<file path="src/rtl/pipe_stage_buf_pkg.sv">
// Shared constants for the pipeline stage buffer: occupancy encodings and
// default bubble words for each inter-stage register.
package pipe_stage_buf_pkg;

   localparam int PIPE_ST_WIDTH = 2;

   localparam logic [PIPE_ST_WIDTH-1:0] PIPE_ST_EMPTY = 2'b00;
   localparam logic [PIPE_ST_WIDTH-1:0] PIPE_ST_ONE   = 2'b01;
   localparam logic [PIPE_ST_WIDTH-1:0] PIPE_ST_TWO   = 2'b10;

   // Bubble words place res-op = 2'b11 ("no result") in the low bits where a stage carries one.
   localparam logic [127:0] PIPE_BUBBLE_IF_ID  = 128'h0;
   localparam logic [127:0] PIPE_BUBBLE_ID_EX  = 128'h3;
   localparam logic [127:0] PIPE_BUBBLE_EX_MEM = 128'h3;
   localparam logic [127:0] PIPE_BUBBLE_MEM_WB = 128'h3;

   function automatic logic st_holds_beat(input logic [PIPE_ST_WIDTH-1:0] st);
      return st != PIPE_ST_EMPTY;
   endfunction

   function automatic logic st_can_accept(input logic [PIPE_ST_WIDTH-1:0] st);
      return st != PIPE_ST_TWO;
   endfunction

endpackage

</file>
<file path="src/rtl/pipe_sat_cnt.sv">
// Saturating event counter with synchronous active-low clear; sticks at all ones.
module pipe_sat_cnt #(
   parameter int CNT_W = 16
) (
   input  logic             clk,
   input  logic             rst_n,
   input  logic             inc_i,
   output logic [CNT_W-1:0] cnt_o
);

   logic [CNT_W-1:0] cnt_q;
   logic [CNT_W-1:0] cnt_d;

   always_comb begin
      cnt_d = cnt_q;
      if (inc_i && (cnt_q != {CNT_W{1'b1}})) begin
         cnt_d = cnt_q + {{(CNT_W-1){1'b0}}, 1'b1};
      end
   end

   always_ff @(posedge clk) begin
      if (!rst_n) begin
         cnt_q <= '0;
      end else begin
         cnt_q <= cnt_d;
      end
   end

   assign cnt_o = cnt_q;

endmodule

</file>
<file path="src/rtl/pipe_stage_buf.sv">
// Pipeline stage register with valid/ready handshake and a 2-entry skid buffer.
// Optional stall/flush statistics counters are built when ROOTH_PIPE_STAT_EN is defined.
module pipe_stage_buf
   import pipe_stage_buf_pkg::*;
#(
   parameter int                DATA_W     = 128,
   parameter logic [DATA_W-1:0] BUBBLE_VAL = {DATA_W{1'b0}}
`ifdef ROOTH_PIPE_STAT_EN
   ,
   parameter int                CNT_W      = 16
`endif
) (
   input  logic              clk,
   input  logic              rst_n,
   input  logic              flush_i,
   input  logic              up_valid_i,
   output logic              up_ready_o,
   input  logic [DATA_W-1:0] up_data_i,
   output logic              dn_valid_o,
   input  logic              dn_ready_i,
   output logic [DATA_W-1:0] dn_data_o
`ifdef ROOTH_PIPE_STAT_EN
   ,
   output logic [CNT_W-1:0]  stall_cnt_o,
   output logic [CNT_W-1:0]  flush_cnt_o
`endif
);

   logic [PIPE_ST_WIDTH-1:0] state_q;
   logic [PIPE_ST_WIDTH-1:0] state_d;
   logic [DATA_W-1:0]        main_q;
   logic [DATA_W-1:0]        main_d;
   logic [DATA_W-1:0]        skid_q;
   logic [DATA_W-1:0]        skid_d;
   logic                     up_fire;
   logic                     dn_fire;

   // Handshake outputs come straight from the state flop, so up_ready_o is registered.
   assign up_ready_o = st_can_accept(state_q);
   assign dn_valid_o = st_holds_beat(state_q);
   assign dn_data_o  = main_q;

   assign up_fire = up_valid_i & up_ready_o;
   assign dn_fire = dn_valid_o & dn_ready_i;

   always_comb begin
      state_d = state_q;
      main_d  = main_q;
      skid_d  = skid_q;
      if (flush_i) begin
         // Any beat offered this cycle is dropped; a beat leaving downstream still counts.
         state_d = PIPE_ST_EMPTY;
         main_d  = BUBBLE_VAL;
         skid_d  = BUBBLE_VAL;
      end else begin
         case (state_q)
            PIPE_ST_EMPTY: begin
               if (up_fire) begin
                  state_d = PIPE_ST_ONE;
                  main_d  = up_data_i;
               end
            end
            PIPE_ST_ONE: begin
               if (up_fire && dn_fire) begin
                  main_d = up_data_i;
               end else if (up_fire) begin
                  state_d = PIPE_ST_TWO;
                  skid_d  = up_data_i;
               end else if (dn_fire) begin
                  state_d = PIPE_ST_EMPTY;
                  main_d  = BUBBLE_VAL;
               end
            end
            PIPE_ST_TWO: begin
               if (dn_fire) begin
                  state_d = PIPE_ST_ONE;
                  main_d  = skid_q;
                  skid_d  = BUBBLE_VAL;
               end
            end
            default: begin
               state_d = PIPE_ST_EMPTY;
               main_d  = BUBBLE_VAL;
               skid_d  = BUBBLE_VAL;
            end
         endcase
      end
   end

   always_ff @(posedge clk) begin
      if (!rst_n) begin
         state_q <= PIPE_ST_EMPTY;
         main_q  <= BUBBLE_VAL;
         skid_q  <= BUBBLE_VAL;
      end else begin
         state_q <= state_d;
         main_q  <= main_d;
         skid_q  <= skid_d;
      end
   end

`ifdef ROOTH_PIPE_STAT_EN
   logic stall_inc;

   assign stall_inc = dn_valid_o & ~dn_ready_i;

   pipe_sat_cnt #(
      .CNT_W (CNT_W)
   ) u_stall_cnt (
      .clk   (clk),
      .rst_n (rst_n),
      .inc_i (stall_inc),
      .cnt_o (stall_cnt_o)
   );

   pipe_sat_cnt #(
      .CNT_W (CNT_W)
   ) u_flush_cnt (
      .clk   (clk),
      .rst_n (rst_n),
      .inc_i (flush_i),
      .cnt_o (flush_cnt_o)
   );
`endif

endmodule

</file>
<file path="config.mk">
export PLATFORM = sky130hd
export DESIGN_NAME = pipe_stage_buf
export DESIGN_NICKNAME = d
export VERILOG_FILES = /design/src/rtl/pipe_stage_buf_pkg.sv /design/src/rtl/pipe_sat_cnt.sv /design/src/rtl/pipe_stage_buf.sv
export SDC_FILE = /design/constraint.sdc
export NUM_CORES = 1
export LEC_CHECK = 0
export ABC_AREA = 1
export BUFFER_PORTS_ARGS = -buffer_cell sky130_fd_sc_hd__buf_4
export CAP_MARGIN = 25
export CORE_ASPECT_RATIO = 1.4
export CORE_MARGIN = 3
export CORE_UTILIZATION = 35
export CTS_CLUSTER_DIAMETER = 30
export DETAILED_ROUTE_END_ITERATION = 10
export HOLD_SLACK_MARGIN = 0.15
export PLACE_DENSITY = 0.63
export SLEW_MARGIN = 20
export SYNTH_ARGS = -nofsm -noshare
export SYNTH_HDL_FRONTEND = slang
export SYNTH_HIERARCHICAL = 1
export SYNTH_SLANG_ARGS = --single-unit
export TNS_END_PERCENT = 1
</file>
<file path="constraint.sdc">
create_clock -name clk -period 1.5 [get_ports clk]
set_input_delay 0 -clock clk [delete_from_list [all_inputs] [get_ports clk]]
set_output_delay 0 -clock clk [all_outputs]
set_load 0.05 [all_outputs]
</file>
======== Yosys cells after proc, flatten, opt, wreduce, memory -nomap -nowiden ========
Index checks and enable logic that the tools add are counted.
word-level totals
  input port bits ......................... 133
  output and inout bits ................... 130
  flip-flop bits (word level) ............. 258
operators by class
  multiplexer cells ....................... 14
  equal/unequal tests ..................... 10
  bitwise operators ....................... 4
  reductions and logical operators ........ 7
operator list
  operator                                                                count
  128-bit 2-to-1 mux                                                      6
  128-bit case mux with 3 select lines                                    2
  4-bit AND reduction                                                     3
  2-bit 2-to-1 mux                                                        5
  2-bit != test (second input constant)                                   5
  3-bit != test (second input constant)                                   3
  2-bit case mux with 3 select lines                                      1
  1-bit AND                                                               2
  2-bit by 1-bit equality test with 1-bit output (second input constant)  1
  2-bit equality test (second input constant)                             1
  2-bit logical NOT                                                       1
  1-bit inverter                                                          2
  2-bit nonzero test                                                      1
  2-bit OR reduction                                                      1
  1-bit logical AND                                                       1

======== Longest topological paths before layout ========
Gate-level depths: netlist of the first run.
  depth in word-level cells ............... 6
  mapped depth ............................ 10

======== Worst setup path before layout of the first run ========
OpenSTA, ideal clock, no wires.
  path type ............................... reg-to-reg
  from .................................... register state_q[1]
  to ...................................... register main_q[100], in the netlist dn_data_o[100]
  period minus slack after synthesis ...... 1472 ps
  path buffers ............................ 3
  slack ................................... 28 ps
  cell stages (with the launch flop) ...... 10
  arrival time ............................ 1401 ps
  cell sequence ........................... dfxtp_1 buf_4 nor2_4 inv_2 nand3_1 nand2_1 buf_2 buf_2 nand2_1 a21oi_1
between the ends
  longest elaborated chain between the ends .. 5
  elaborated cells on any way between the ends .. 15
  those cells by class .................... eq/ne (7); mux (2); bitwise (2); reduce/logical (4)
ends and longest elaborated chain
  item                                                                                                 RTL line                  source
  start, declared                                                                                      pipe_stage_buf.sv:29      logic [PIPE_ST_WIDTH-1:0] state_q;
  start signal, assigned                                                                               pipe_stage_buf.sv:96      state_q <= state_d;
  2-bit nonzero test (*)                                                                               pipe_stage_buf_pkg.sv:18  return st != PIPE_ST_EMPTY;
  named net dn_valid_o                                                                                 pipe_stage_buf.sv:19      output logic dn_valid_o,
  1-bit AND (*)                                                                                        pipe_stage_buf.sv:44      assign dn_fire = dn_valid_o & dn_ready_i;
  1-bit logical AND                                                                                    pipe_stage_buf.sv:64      if (up_fire && dn_fire) begin
  3-bit != test (no source line) / 128-bit 2-to-1 mux (equally long branches)                          -
  4-bit AND reduction (no source line) / 128-bit case mux with 3 select lines (equally long branches)  -
  end signal, assigned                                                                                 pipe_stage_buf.sv:97      main_q <= main_d;
  end, declared                                                                                        pipe_stage_buf.sv:31      logic [DATA_W-1:0] main_q;
The timed path passes the listed nets; every way through them passes the cells marked *.
A chain may end at the register's enable or synchronous reset.

======== Final worst setup path of the first run ========
  from .................................... register state_q[1]
  to ...................................... register main_q[86], in the netlist dn_data_o[86]
between the ends
  longest elaborated chain between the ends .. 5
  elaborated cells on any way between the ends .. 15
  those cells by class .................... eq/ne (7); mux (2); bitwise (2); reduce/logical (4)
ends and longest elaborated chain
  item                                                                                                 RTL line
  2-bit != test / 2-bit nonzero test (equally long branches)                                           pipe_stage_buf_pkg.sv:22, pipe_stage_buf_pkg.sv:18
  1-bit AND, on equally long branches                                                                  pipe_stage_buf.sv:43, pipe_stage_buf.sv:44
  1-bit logical AND                                                                                    pipe_stage_buf.sv:64
  3-bit != test (no source line) / 128-bit 2-to-1 mux (equally long branches)                          -
  4-bit AND reduction (no source line) / 128-bit case mux with 3 select lines (equally long branches)  -
Several ways; a longest one is shown, not always the timed one.

==> results by group, run 1 <==
Layout
  – Fin util: 50.9%
  – Fin nets: 2724
  – Syn-to-layout area delta: 43.3%
  – Fill cell count: 3781
  – Share of layout cells above drive strength 1: 16.6%
  – Design area: 19600 um^2

Power and ir drop
  – Leakage power: 0.00935 uW
  – Worst IR Drop VDD: 896 uV
  – Power Total: 22500 uW
  – P per Cell Area: 1150 nW/um^2

CTS
  – Worst-Skew Late Latency: 0.56 ns
  – H-tree depth: 2
  – TritonCTS clock tree: done
  – Clock Pin Slew Worst Setup and Hold Paths: 0.05 ns
  – Cts bufs inserted: 56
  – Clk root buf: clkbuf_16
  – Max clock buf depth: 3
  – CTS sink cnt: 258

Placement
  – Half-perimeter wire length after placement: 27500 um
  – Pre-CTS setup slack: -0.0923 ns
  – Post-DP Area: 16100 um^2
  – Gp weighted congestion: 0.818
  – Port buffer count: 262

Drt
  – WL/cell: 14.7 um
  – First-iteration detailed-routing DRC count: 937
  – Post-route ant nets: 0
  – First-pass DRT Iterations: 5
  – DRC: 0
  – Vias/cell: 4.85
  – Via count: 15318
  – Routed wire length: 46300 um

Synthesis
  – Unique masters post-synth: 17
  – Syn. warnings: 6
  – Net Count, Synth: 2381
  – Biggest area consumer among synthesized cells: dfxtp_1
  – Post-synth EDFFs: 0
  – Dominant cells by area after synthesis: dfxtp_1 38%, nand2_1 25%, a21oi_1 9.4%
  – Yosys top cell area share: 37.8%
  – Post-synth top cells: 908 x nand2_1, 261 x inv_1, 258 x dfxtp_1
  – Synth Register Bits: 258
  – Ys flop type: dfxtp_1
  – Sequential area share after synthesis: 37.8%
  – Mapped cell area: 13700 um^2
  – Syn avg cell area: 6.08 um^2
  – Synthesized instance count: 2248
  – Fraction of registers with async set/reset: 0%
  – Most common cell in the netlist: nand2_1

Setup path
  – CP max FO: 16
  – Slowest Stage Delay on Critical Path: 0.38 ns
  – Crit. End Element: flop
  – Crit-path leading delay family: simple AND/OR/NAND/NOR gates
  – Crit-path most repeated cell: nand2_1
  – Worst EP arrival: 1.92 ns
  – Critical path class: flop to flop
  – Reg2Reg Launch Point: state_q[1]$_SDFFE_PP0P_
  – Highest-delay cell along the critical path: dfxtp_4
  – Critical Path Source: state_q[1]$_SDFFE_PP0P_
  – Crit path cell chain: nor2_4 -> nand2_1 -> nand2_2 -> clkinv_8 -> buf_12 -> nand2_1 -> a21oi_1
  – Crit start category: flop
  – Buffers & Inverters on Critical Path: 2
  – Critical Path RT: 1.92 ns

Floorplan
  – Initial Util: 35.5%
  – Std cell rows: 85
  – Core ar.: 38500 um^2
  – IO Pins: 263
  – Die H: 240 um
  – Area of the die: 41500 um^2
  – Die W: 173 um

Timing
  – Slew @ Worst Pin: 0.512 ns
  – Final Hold Fails: 0
  – Setup TNS: -0.00830 ns
  – RSZ-0062 raised after global routing: true
  – Final period util: 100%
  – Clock skew: 0.0190 ns
  – Max Slew Vio Count: 0
  – Period minus WS final: 1.51 ns
  – Slew HR: 65.9%
  – Setup ws final: -0.00540 ns
  – Final setup fails: 2
  – Fmax: 664 MHz

Outcome
  – Outcome: finished with violations
  – Failing checks: setup timing

Global route
  – Total grt overflow: 0
  – Tot GR Track Use: 21.3%
  – Largest net degree at the start of global routing: 72
  – Vias in the first global route: 14976
  – First-pass GRT wire length: 74200 um
  – Initial antenna violation count: 2

Worst hold path
  – Hold Crit Class: primary input to flop
  – Hold_sp: rst_n

Job
  – Number of max-cap violations: 0
==> per-stage QoR <==
step,hold slack (ns),instances
global placement,0.379,2917
global route,0.307,3161
CTS,0.259,3156
floorplan,0.179,2248
detailed placement,0.387,2917
finish,0.272,3161
==> power by group <==
group	total (uW)	leakage [uW]	internal, uW	switching [uW]
sequential	7100	0.00209	7010	91.1
combinational	3210	0.00633	1230	1990
clock	12100	0.000928	8120	4010
total	22500	0.00935	16400	6090
==> sequential cells by signal, summed over array words and instances, names as in the netlist <==
| register | flops |
|---|---|
| dn_data_o | 128 |
| skid_q | 128 |
| state_q | 2 |
==> worst register-to-register path, cell delays in order, from the launching register on <==
cell and delay (ns):
dfxtp_4 0.38, nor2_4 0.21, nand2_1 0.14, nand2_2 0.16
clkinv_8 0.13, buf_12 0.18, nand2_1 0.11, a21oi_1 0.07
==> path summary, 6_finish.rpt <==
check | to | slack, ns | cells after the start
worst max-delay path | dn_data_o[86]$_SDFFE_PP0P_ | -0.005 | 7
worst min-delay path | skid_q[70]$_SDFFE_PP0P_ | 0.27 | 7
worst max register to register | dn_data_o[86]$_SDFFE_PP0P_ | -0.005 | 7
worst min register to register | skid_q[4]$_SDFFE_PP0P_ | 0.46 | 2
==> cell type report <==
class,instances,area [um^2],share of cell area [%]
clock inverter,32,317,1.62
clock buffer,72,1590,8.09
sequential,258,5170,26.4
inverter,265,1020,5.22
timing repair buffer,454,4280,21.8
antenna,2,5.00,0.0256
multi-input combinational,1556,6560,33.5
tap,522,653,3.33
==> layer usage <==
| layer | track usage (%) | up-vias | wire length [um] | share of wire (%) |
|---|---|---|---|---|
| met2 | 38.7 | 526 | 23300 | 50 |
| met5 | 0 | - | 0 | 0 |
| met4 | 8.66 | 0 | 1440 | 3.1 |
| li1 | - | 7613 | - | - |
| met3 | 4.17 | 104 | 2880 | 6.2 |
| met1 | 24.4 | 7075 | 18700 | 40 |
==> layout by cell type, fill, tap and decap left out, drive strengths merged <==
master         n
a21oi        257
dlygate4sd3  132
bufbuf         2
bufinv         4
nor2         131
buf          317
nor3           1
dfxtp        258
inv          267
nand2        908
clkinvlp       6
diode          2
clkinv        20
o21ai          2
nand3        257
clkbuf        75
==> logic make-up after synthesis <==
family	synth area share [%]
compound gates	9.48
simple gates	38.0
buf+inv	14.7
flops	37.8
==> timing repair <==
action,in CTS,in global routing
endpoints found under the hold margin,258,0
resized for setup,11,10
cloned,2,3
setup buffers,1,0
hold buffers,132,0
setup endpoints to repair,172,139
pin swaps,1,1
No activity file was read; power rests on OpenSTA's default activity.
==> run 2: changes to the inputs <==
==> constraint.sdc (replaced) <==
create_clock -name clk -period 1.5 [get_ports clk]
set_input_delay 0 -clock clk [delete_from_list [all_inputs] [get_ports clk]]
set_output_delay 0 -clock clk [all_outputs]
set_load 0.02 [all_outputs]
==> results by group, run 2 (synthesis gave the netlist of run 1 again) <==
Global route
  – Total grt overflow: 0
  – Tot GR Track Use: 21.2%
  – Vias in the first global route: 14962
  – First-pass GRT wire length: 74100 um
  – Largest net degree at the start of global routing: 72
  – Initial antenna violation count: 2

Timing
  – Final period util: 101%
  – RSZ-0062 raised after global routing: true
  – Final Hold Fails: 0
  – Slew HR: 61.5%
  – Setup TNS: -0.00826 ns
  – Final setup fails: 1
  – Fmax: 663 MHz
  – Max Slew Vio Count: 0
  – Slew @ Worst Pin: 0.577 ns
  – Period minus WS final: 1.51 ns
  – Clock skew: 0.0211 ns
  – Setup ws final: -0.00826 ns

Drt
  – Post-route ant nets: 0
  – First-pass DRT Iterations: 8
  – Vias/cell: 4.84
  – WL/cell: 15.1 um
  – DRC: 0
  – Routed wire length: 47800 um
  – First-iteration detailed-routing DRC count: 1107
  – Via count: 15355

Placement
  – Post-DP Area: 16100 um^2
  – Port buffer count: 262
  – Half-perimeter wire length after placement: 27500 um
  – Gp weighted congestion: 0.818
  – Cells after DPL: 2917

Floorplan
  – IO Pins: 263
  – Core ar.: 38500 um^2
  – Area of the die: 41500 um^2
  – Die H: 240 um
  – Die W: 173 um
  – Initial Util: 35.5%
  – Std cell rows: 85

Setup path
  – Critical path class: flop to flop
  – Crit. End Element: flop
  – CP max FO: 11
  – Worst EP arrival: 2.00 ns
  – Reg2Reg Launch Point: state_q[0]$_SDFFE_PP0P_
  – Critical Path RT: 1.99 ns
  – Critical Path Source: state_q[0]$_SDFFE_PP0P_
  – Crit start category: flop

Layout
  – Fin util: 51.8%
  – Most common cell after layout, fill and taps aside: nand2_1
  – Most frequent cells in the layout: 898 x nand2_1, 282 x buf_4, 260 x inv_1
  – Syn-to-layout area delta: 46.0%
  – Fill cell count: 3738
  – Final std cells w/o fill: 3175
  – Design area: 20000 um^2
  – Share of layout cells above drive strength 1: 18.0%
  – Fin nets: 2738

Power and ir drop
  – Leakage power: 0.00949 uW
  – P per Cell Area: 1120 nW/um^2
  – Worst IR Drop VDD: 897 uV

CTS
  – TritonCTS clock tree: done
  – H-tree depth: 2
  – Cts bufs inserted: 56
  – CTS sink cnt: 258
  – Clock Pin Slew Worst Setup and Hold Paths: 0.05 ns
  – Worst-Skew Late Latency: 0.57 ns
  – Max clock buf depth: 3
  – Clk root buf: clkbuf_16

Job
  – Number of max-cap violations: 0

Outcome
  – Failing checks: setup timing
  – Outcome: finished with violations

Worst hold path
  – Hold_sp: rst_n
  – Hold Crit Class: primary input to flop
## run 2: cell types whose count changed in the layout (fill, tap and decap cells not counted), moves of 2 or more
cell,before,now
a21oi_1,256,235
buf_4,278,282
buf_16,1,3
nand2_1,900,898
clkbuf_16,62,71
a21oi_2,1,22
## run 2: critical path: stages, from the launching register on
cell,delay (ns)
dfxtp_4,0.38
nor2_4,0.20
buf_6,0.16
buf_12,0.15
clkbuf_16,0.17
nand2_1,0.06
nand2_1,0.05
inv_1,0.04
nand2_1,0.04
nand2_1,0.05
a21oi_1,0.14
## run 2: timing repair
action	4_1_cts	5_1_grt
gates cloned	1	13
pin swaps	0	4
setup endpoints to repair	172	136
hold buffers	132	0
gates resized for setup	10	40
endpoints found under the hold margin	258	0
setup buffers	0	6
## run 2: path summary, 6_finish.rpt
| kind | to | slack, ns | depth (start not counted) |
|---|---|---|---|
| worst max-delay path | dn_data_o[74]$_SDFFE_PP0P_ | -0.008 | 10 |
| worst min-delay path | skid_q[74]$_SDFFE_PP0P_ | 0.28 | 7 |
| worst max register to register | dn_data_o[74]$_SDFFE_PP0P_ | -0.008 | 10 |
| worst min register to register | skid_q[40]$_SDFFE_PP0P_ | 0.46 | 2 |
## run 2: per-layer routing
layer / up-vias / share of wire (%) / GRT usage (%)
met5: - / 0 / 0
met4: 0 / 2.8 / 8.53
met3: 97 / 6.6 / 4.17
met2: 577 / 50 / 38.7
met1: 7037 / 40 / 24.3
li1: 7644 / - / -
## run 2: layout make-up
| type | instances | area, um^2 | share of cell area [%] |
|---|---|---|---|
| Timing Repair inverter | 1 | 8.76 | 0.0439 |
| Timing Repair Buffer | 467 | 4540 | 22.8 |
| Clock buffer | 72 | 1590 | 7.94 |
| Sequential cell | 258 | 5170 | 25.9 |
| Multi-Input combinational cell | 1556 | 6650 | 33.3 |
| Inverter | 265 | 1020 | 5.12 |
| Antenna cell | 2 | 5.00 | 0.0251 |
| Clock inverter | 32 | 317 | 1.59 |
| Tap cell | 522 | 653 | 3.27 |
## run 2: report_power, final
part	internal (uW)	switching, uW	total, uW
clock	8120	4030	12200
combinational	1320	1770	3090
sequential	7010	91.4	7100
## run 2: through the flow
| step | power [uW] | setup WS, ns | hold WS (ns) |
|---|---|---|---|
| final | 22300 | -0.00826 | 0.279 |
| after global routing | 23200 | -0.0797 | 0.310 |
| after CTS | 22300 | -0.0180 | 0.259 |
| after detailed placement | 9760 | -0.0923 | 0.387 |
| after global placement | 9740 | -0.0532 | 0.379 |
| after floorplan | 8730 | 0.167 | 0.179 |
